**src/rtl/alu_branch_pkg.sv**
```systemverilog
// Shared constants for the ALU/branch execution slice: default datapath width
// and the branch condition codes carried in IR[20:19].
package alu_branch_pkg;

    localparam int DEFAULT_WIDTH = 32;

    localparam logic [1:0] COND_ZR = 2'b00;
    localparam logic [1:0] COND_NZ = 2'b01;
    localparam logic [1:0] COND_PL = 2'b10;
    localparam logic [1:0] COND_MI = 2'b11;

endpackage

```
**src/rtl/con_ff_logic.sv**
```systemverilog
// CON flip-flop: decodes the branch condition against the bus value and latches the result.
// Latency: result visible on branch_met one cycle after con_in is sampled.
// Backpressure: none; inputs are sampled unconditionally at the clock edge.
module con_ff_logic
    import alu_branch_pkg::*;
#(
    parameter int WIDTH = DEFAULT_WIDTH
) (
    input  logic             Clock,
    input  logic             Clear,
    input  logic [WIDTH-1:0] bus_in,
    input  logic [3:0]       cond,
    input  logic             con_in,
    output logic             branch_met
);

    logic bus_zero;
    logic bus_neg;
    logic taken;

    // Only the low two condition bits select a test; the upper pair is don't-care.
    logic unused_cond_hi;
    assign unused_cond_hi = ^cond[3:2];

    assign bus_zero = (bus_in == '0);
    assign bus_neg  = bus_in[WIDTH-1];

    always_comb begin
        taken = 1'b0;
        case (cond[1:0])
            COND_ZR: taken = bus_zero;
            COND_NZ: taken = !bus_zero;
            COND_PL: taken = !bus_neg;
            COND_MI: taken = bus_neg;
            default: taken = 1'b0;
        endcase
    end

    always_ff @(posedge Clock) begin
        if (!Clear) begin
            branch_met <= 1'b0;
        end else if (con_in) begin
            branch_met <= taken;
        end
    end

endmodule

```
**src/rtl/alu_branch_unit.sv**
```systemverilog
// ALU slice: Y AND/ADD(/OR when ALU_BRANCH_OR_EN) bus into 64-bit Z, plus the CON branch flag.
// Latency: one cycle from operands/selects to zhi/zlo and branch_met.
// Backpressure: none; z_in/con_in are plain load enables sampled at the clock edge.
module alu_branch_unit
    import alu_branch_pkg::*;
#(
    parameter int WIDTH = DEFAULT_WIDTH
) (
    input  logic             Clock,
    input  logic             Clear,
    input  logic [WIDTH-1:0] y_in,
    input  logic [WIDTH-1:0] bus_in,
    input  logic             carry_in,
    input  logic             op_and,
`ifdef ALU_BRANCH_OR_EN
    input  logic             op_or,
`endif
    input  logic             op_add,
    input  logic             z_in,
    input  logic [3:0]       cond,
    input  logic             con_in,
    output logic [WIDTH-1:0] zhi,
    output logic [WIDTH-1:0] zlo,
    output logic             branch_met
);

    logic [WIDTH-1:0] and_res;
    logic [WIDTH:0]   sum;
    logic [WIDTH-1:0] z_hi_nxt;
    logic [WIDTH-1:0] z_lo_nxt;
    logic             z_sel_vld;

    assign and_res = y_in & bus_in;
    assign sum     = {1'b0, y_in} + {1'b0, bus_in} + {{WIDTH{1'b0}}, carry_in};

    // Priority select; with no op selected the Z register keeps its value even if z_in is high.
    always_comb begin
        z_hi_nxt  = '0;
        z_lo_nxt  = '0;
        z_sel_vld = 1'b0;
        if (op_and) begin
            z_lo_nxt  = and_res;
            z_sel_vld = 1'b1;
        end
`ifdef ALU_BRANCH_OR_EN
        else if (op_or) begin
            z_lo_nxt  = y_in | bus_in;
            z_sel_vld = 1'b1;
        end
`endif
        else if (op_add) begin
            z_lo_nxt  = sum[WIDTH-1:0];
            z_hi_nxt  = {{(WIDTH-1){1'b0}}, sum[WIDTH]};
            z_sel_vld = 1'b1;
        end
    end

    always_ff @(posedge Clock) begin
        if (!Clear) begin
            zhi <= '0;
            zlo <= '0;
        end else if (z_in && z_sel_vld) begin
            zhi <= z_hi_nxt;
            zlo <= z_lo_nxt;
        end
    end

    con_ff_logic #(
        .WIDTH (WIDTH)
    ) u_con_ff (
        .Clock      (Clock),
        .Clear      (Clear),
        .bus_in     (bus_in),
        .cond       (cond),
        .con_in     (con_in),
        .branch_met (branch_met)
    );

endmodule

```
**config.mk**
```make
export PLATFORM = sky130hd
export DESIGN_NAME = alu_branch_unit
export DESIGN_NICKNAME = d
export VERILOG_FILES = /design/src/rtl/alu_branch_pkg.sv /design/src/rtl/con_ff_logic.sv /design/src/rtl/alu_branch_unit.sv
export SDC_FILE = /design/constraint.sdc
export NUM_CORES = 1
export LEC_CHECK = 0
export BUFFER_PORTS_ARGS = -buffer_cell sky130_fd_sc_hd__buf_2
export CAP_MARGIN = 20
export CORE_MARGIN = 2
export CORE_UTILIZATION = 51
export DETAILED_ROUTE_END_ITERATION = 8
export PLACE_DENSITY = 0.79
export SYNTH_ARGS = -nofsm -noshare
export SYNTH_HDL_FRONTEND = slang
export SYNTH_SLANG_ARGS = --single-unit
```
**constraint.sdc**
```tcl
create_clock -name Clock -period 3.2 [get_ports Clock]
set_input_delay 0.48 -clock Clock [delete_from_list [all_inputs] [get_ports Clock]]
set_output_delay 0.48 -clock Clock [all_outputs]
set_load 0.02 [all_outputs]
```
; Word-level counts from Yosys, hierarchy flattened
; Cells that the tools add are included.
[word_totals]
regBits = 65
input_bits = 75
output_inout_bits = 65
word_cells = 21
[classes]
addsub = 2
n_eq_ne = 3
n_mux = 7
bitwise = 1
reduce_logical = 5
[ops]
columns = operator, count
row1 = 2-to-1 mux 32 bit, 2
row2 = adder 32 x 32 -> 33 bit, 1
row3 = adder 33 x 1 -> 33 bit, 1
row4 = bitwise AND 32 bit, 1
row5 = logical NOT 32 bit, 1
row6 = "== test 2 bit, second input constant", 2
row7 = 2-to-1 mux 1 bit, 4
row8 = case mux 1 bit (4 select lines), 1
row9 = "== test 2 x 1 -> 1 bit, second input constant", 1
row10 = logical NOT 1 bit, 2
row11 = logical NOT 2 bit, 1
row12 = logical AND 1 bit, 1

; Longest topological paths before layout
[depth]
word_depth = 4
ltp_mapped = 10

; Modules after synthesis
; A second synthesis with hierarchy kept.
[hier_totals]
hier_cells = 437
hier_area_um2 = 3515.9
[modules_own_cells]
columns = mod, n_inst, cells_each, area_per_inst_um2, seq_area_each_um2
row1 = alu_branch_unit, 1, 415, 3360.7, 660.6
row2 = con_ff_logic, 1, 22, 155.1, 20.0

; Least setup slack after synthesis
; Ideal clock, no wire load.
[synth_timing]
path_type = input to register
from = input y_in[0]
to = register zlo[16]
setup_ps = 123
arrival_ps = 2705
t_required_ps = 3077
slack_ps = 372
path_stages = 9
cell_sequence = fa_1 > fa_1 > a21o_1 > a221o_1 > o22ai_1 > o21ba_2 > xnor2_1 > a221oi_1 > nor2_1
[synth_via]
elab_chain_len = 4
[synth_rtl]
columns = element, line
row1 = from (decl), alu_branch_unit.sv:11  ; input logic [WIDTH-1:0] y_in,
row2 = adder 32 x 32 -> 33 bit, alu_branch_unit.sv:34  ; assign sum = {1'b0, y_in} + {1'b0, bus_in} + {{WIDTH{1'b0}}, carry_in};
row3 = adder 33 x 1 -> 33 bit, alu_branch_unit.sv:34
row4 = 2-to-1 mux 32 bit, alu_branch_unit.sv:51  ; else if (op_add) begin
row5 = 2-to-1 mux 32 bit, alu_branch_unit.sv:41  ; if (op_and) begin
row6 = to (signal assigned), alu_branch_unit.sv:64  ; zlo <= z_lo_nxt;
row7 = to (decl), alu_branch_unit.sv:23  ; output logic [WIDTH-1:0] zlo,
; Every way passes these cells.
; A chain may end at the register's enable or synchronous reset.

; Worst setup path after layout
[layout_timing]
from = input y_in[0]
to = register zlo[30]
; Same word-level chain as after synthesis.

==> results by group <==
Timing
  • Fin. max-slew vios: 0
  • Maximum clock frequency: 359.4 MHz
  • Worst Clk Skew: 0 ps
  • Final setup TNS: 0 ps
  • Tmin final: 2782 ps
  • Final worst slack: 417.6 ps
  • Slew HR: 0.3925
  • RSZ-0062 raised after global routing: false
  • Measured slew at the worst slew-check pin: 905.1 ps
  • Final Hold Vio Count: 0
  • Final worst-path cycle share: 0.8695
  • Final setup viols: 0

Clock network
  • H-Tree Depth: 2
  • Worst-path clk slew: 80 ps
  • Clock Path Buffers: 2
  • CTS tree: yes
  • Postcts setup bufs: 0
  • Post_cts resized: 0
  • Hold Buf Count CTS: 0
  • Total CTS buffers: 5
  • Worst-Skew Late Latency: 300 ps
  • Clk sinks: 34
  • Root Buffer: clkbuf_8

Worst hold path
  • Hold path cells: 2
  • Hold/Removal Path Class: in -> reg

Drt
  • Routed length per instance: 17.98 microns
  • DRC: 0
  • Routed Antenna Nets: 0
  • Vias per cell: 6.109
  • Drt total wl: 12,890 microns
  • Pre-antenna DRT Iters: 5
  • Via count: 4,380
  • DR iter-0 viols: 300

Logic synthesis
  • Adder-Cell Fraction of Synth Area: 0.1182
  • Xor/xnor share of the synthesized area: 0.04703
  • Synth Area in Simple Gates: 0.2052
  • Synthesized area per cell: 7.261 sq um
  • Sequential area share after synthesis: 0.1827
  • Yosys warning count: 0
  • Cell with the most instances after synthesis: a21oi_1
  • Top cells by count, synth: a21oi_1 (60), o21ai_0 (52), nand2_1 (47)
  • Area of the mapped netlist: 3725 sq um
  • Main combinational cell family by area after synthesis: compound AO/OA/AOI/OAI gates
  • Top cells by area, synth: dfxtp_1 (18%), ha_1 (11%), a21oi_1 (8.1%), o21ai_0 (7.0%), buf_4 (6.2%)
  • Yosys cell types: 58
  • Area leader, netlist: dfxtp_1
  • Post-synth top area share: 0.1827
  • Post-synth EDFFs: 0
  • Async set-reset flop share out of synthesis: 0
  • Mapped Cells: 513
  • Complex-gate fraction of the synthesized area: 0.3470
  • Synthesized flop and latch total: 34
  • Post-synthesis mux area share: 0.002687
  • Top_reg_cell synth: dfxtp_1

GRT
  • Vias in the first global route: 3,902
  • Global-route wire length before repair: 19,820 microns
  • Largest net degree at the start of global routing: 23
  • Remaining global-route overflow: 0
  • Initial antenna violation count: 0
  • Global Route Usage Sum: 0.3212

Power
  • P per Cell Area: 383.0 nW/um^2
  • Peak VDD IR: 0.1947 mV
  • Pleak: 0.002040 uW

Worst setup path
  • Most frequent CP cell: fa_1
  • Largest stage delay, worst path: 450 ps
  • Worst-path cell with the longest stage delay: fa_1
  • Critical path cell sequence: buf_2, fa_1, fa_1, a21o_1, a221o_1, a31oi_1, or4_1, o41ai_2, xnor2_1, o22ai_2
  • Worst EP required: 3380 ps
  • Worst Setup Path Type: in -> reg
  • Setup crit start kind: primary input
  • Crit path arrival time: 2970 ps
  • Critical Path Sink Type: flip-flop
  • CP max FO: 6
  • Worst reg-to-reg path cell count: 4

Die
  • Row Count: 31
  • Die area: 8003 sq um
  • Die width: 89.46 microns
  • Core Footprint: 7176 sq um
  • Die H: 89.46 microns
  • I/O pin total: 140
  • Initial core utilization: 0.5191

Flow run
  • # Max-Cap Violations: 0

Placement
  • Final GP Congestion: 1.020
  • Setup WS pre-CTS: 126.4 ps
  • Buffers on Ports: 106
  • Placed cell count: 709
  • Post-DP HPWL: 10,100 microns

Finish
  • Antenna Cells: 0
  • Post-layout nets: 726
  • Finished Layout Cells: 717
  • Share of layout cells above drive strength 1: 0.2233
  • Area growth syn-to-layout: 18.71%

Outcome
  • Outcome: complete, no violations
cell type report:
| cell class | count | area, sq um |
|---|---|---|
| clock inverters | 3 | 68.82 |
| repair buffers | 122 | 650.6 |
| fillers | 712 | 2754 |
| clock buffers | 5 | 68.82 |
| multi-input cells | 446 | 2799 |
| well taps | 99 | 123.9 |
| flip-flops and latches | 34 | 680.7 |
| inverters | 8 | 30.03 |
stage by stage:
step                instance area, sq um  hold slack, ps  power [uW]    util
finish                              4422           377.4        1693  0.6162
global route                        4422           368.3        1789  0.6162
CTS                                 4422           377.6        1683  0.6162
detailed placement                  4284           487.3        1186  0.5970
global placement                    4284           474.3        1180  0.5970
floorplan                           3837           544.1       992.3       -
per-layer routing:
| metal | track usage | wire length, microns | vias up |
|---|---|---|---|
| li1 | - | - | 2095 |
| met1 | 0.4481 | 5445 | 2021 |
| met2 | 0.5172 | 5964 | 249 |
| met3 | 0.05448 | 1323 | 15 |
| met4 | 0.07463 | 160 | 0 |
| met5 | 0 | 0 | - |
where the power goes:
group / internal [uW] / leakage (uW) / switching [uW]
Combinational: 268 / 0.00169 / 450
Sequential: 456 / 0.000280 / 19.8
Clock: 312 / 0.0000683 / 187
state kept, by name, indices dropped and copies added (netlist names):
| signal | cells |
|---|---|
| u_con_ff.branch_met | 1 |
| zlo | 32 |
| zhi | 1 |
critical path: cells and delay by family:
kind	cells	cell delay [ps]
buffers and inverters	1	120
adder cells (fa/ha/maj)	2	860
AND/OR/NAND/NOR	1	330
XOR/XNOR	1	180
AO/OA/AOI/OAI	5	1000
cell usage in the layout, fill, tap and decap left out, types with 3 or more instances in the layout:
cell type / instances
a211oi_1: 3
a21boi_0: 3
a21o_1: 8
a21oi_1: 60
a221oi_1: 12
a31oi_1: 9
and3_1: 14
buf_2: 106
buf_4: 16
clkbuf_8: 5
conb_1: 31
dfxtp_1: 34
ha_1: 32
inv_1: 8
nand2_1: 47
nand3_1: 8
nand4_1: 8
nor2_1: 41
nor2b_1: 6
nor3_1: 7
nor4_1: 10
o2111a_1: 3
o2111ai_1: 4
o21a_1: 8
o21ai_0: 52
o21bai_1: 3
o221ai_1: 4
o22ai_1: 8
o31ai_1: 3
or3_1: 6
or4_1: 3
xnor2_1: 13
xor2_1: 7
kinds of logic after synthesis:
family / after synthesis
AOI/OAI and AO/OA: 202
adders and majority gates: 34
xor gates and xnor gates: 20
buffers and inverters: 63
and+or+nand+nor: 158
DFF: 34
muxes: 1
other: 1
final timing paths:
check / startpoint / endpoint / slack, ps
hold reg to reg: u_con_ff.branch_met / u_con_ff.branch_met / 500
hold / removal: con_in / u_con_ff.branch_met / 380
setup / recovery: y_in[0] / zlo[30] / 420
setup reg to reg: zlo[28] / zlo[28] / 1840
(Power assumes the default switching activity.)
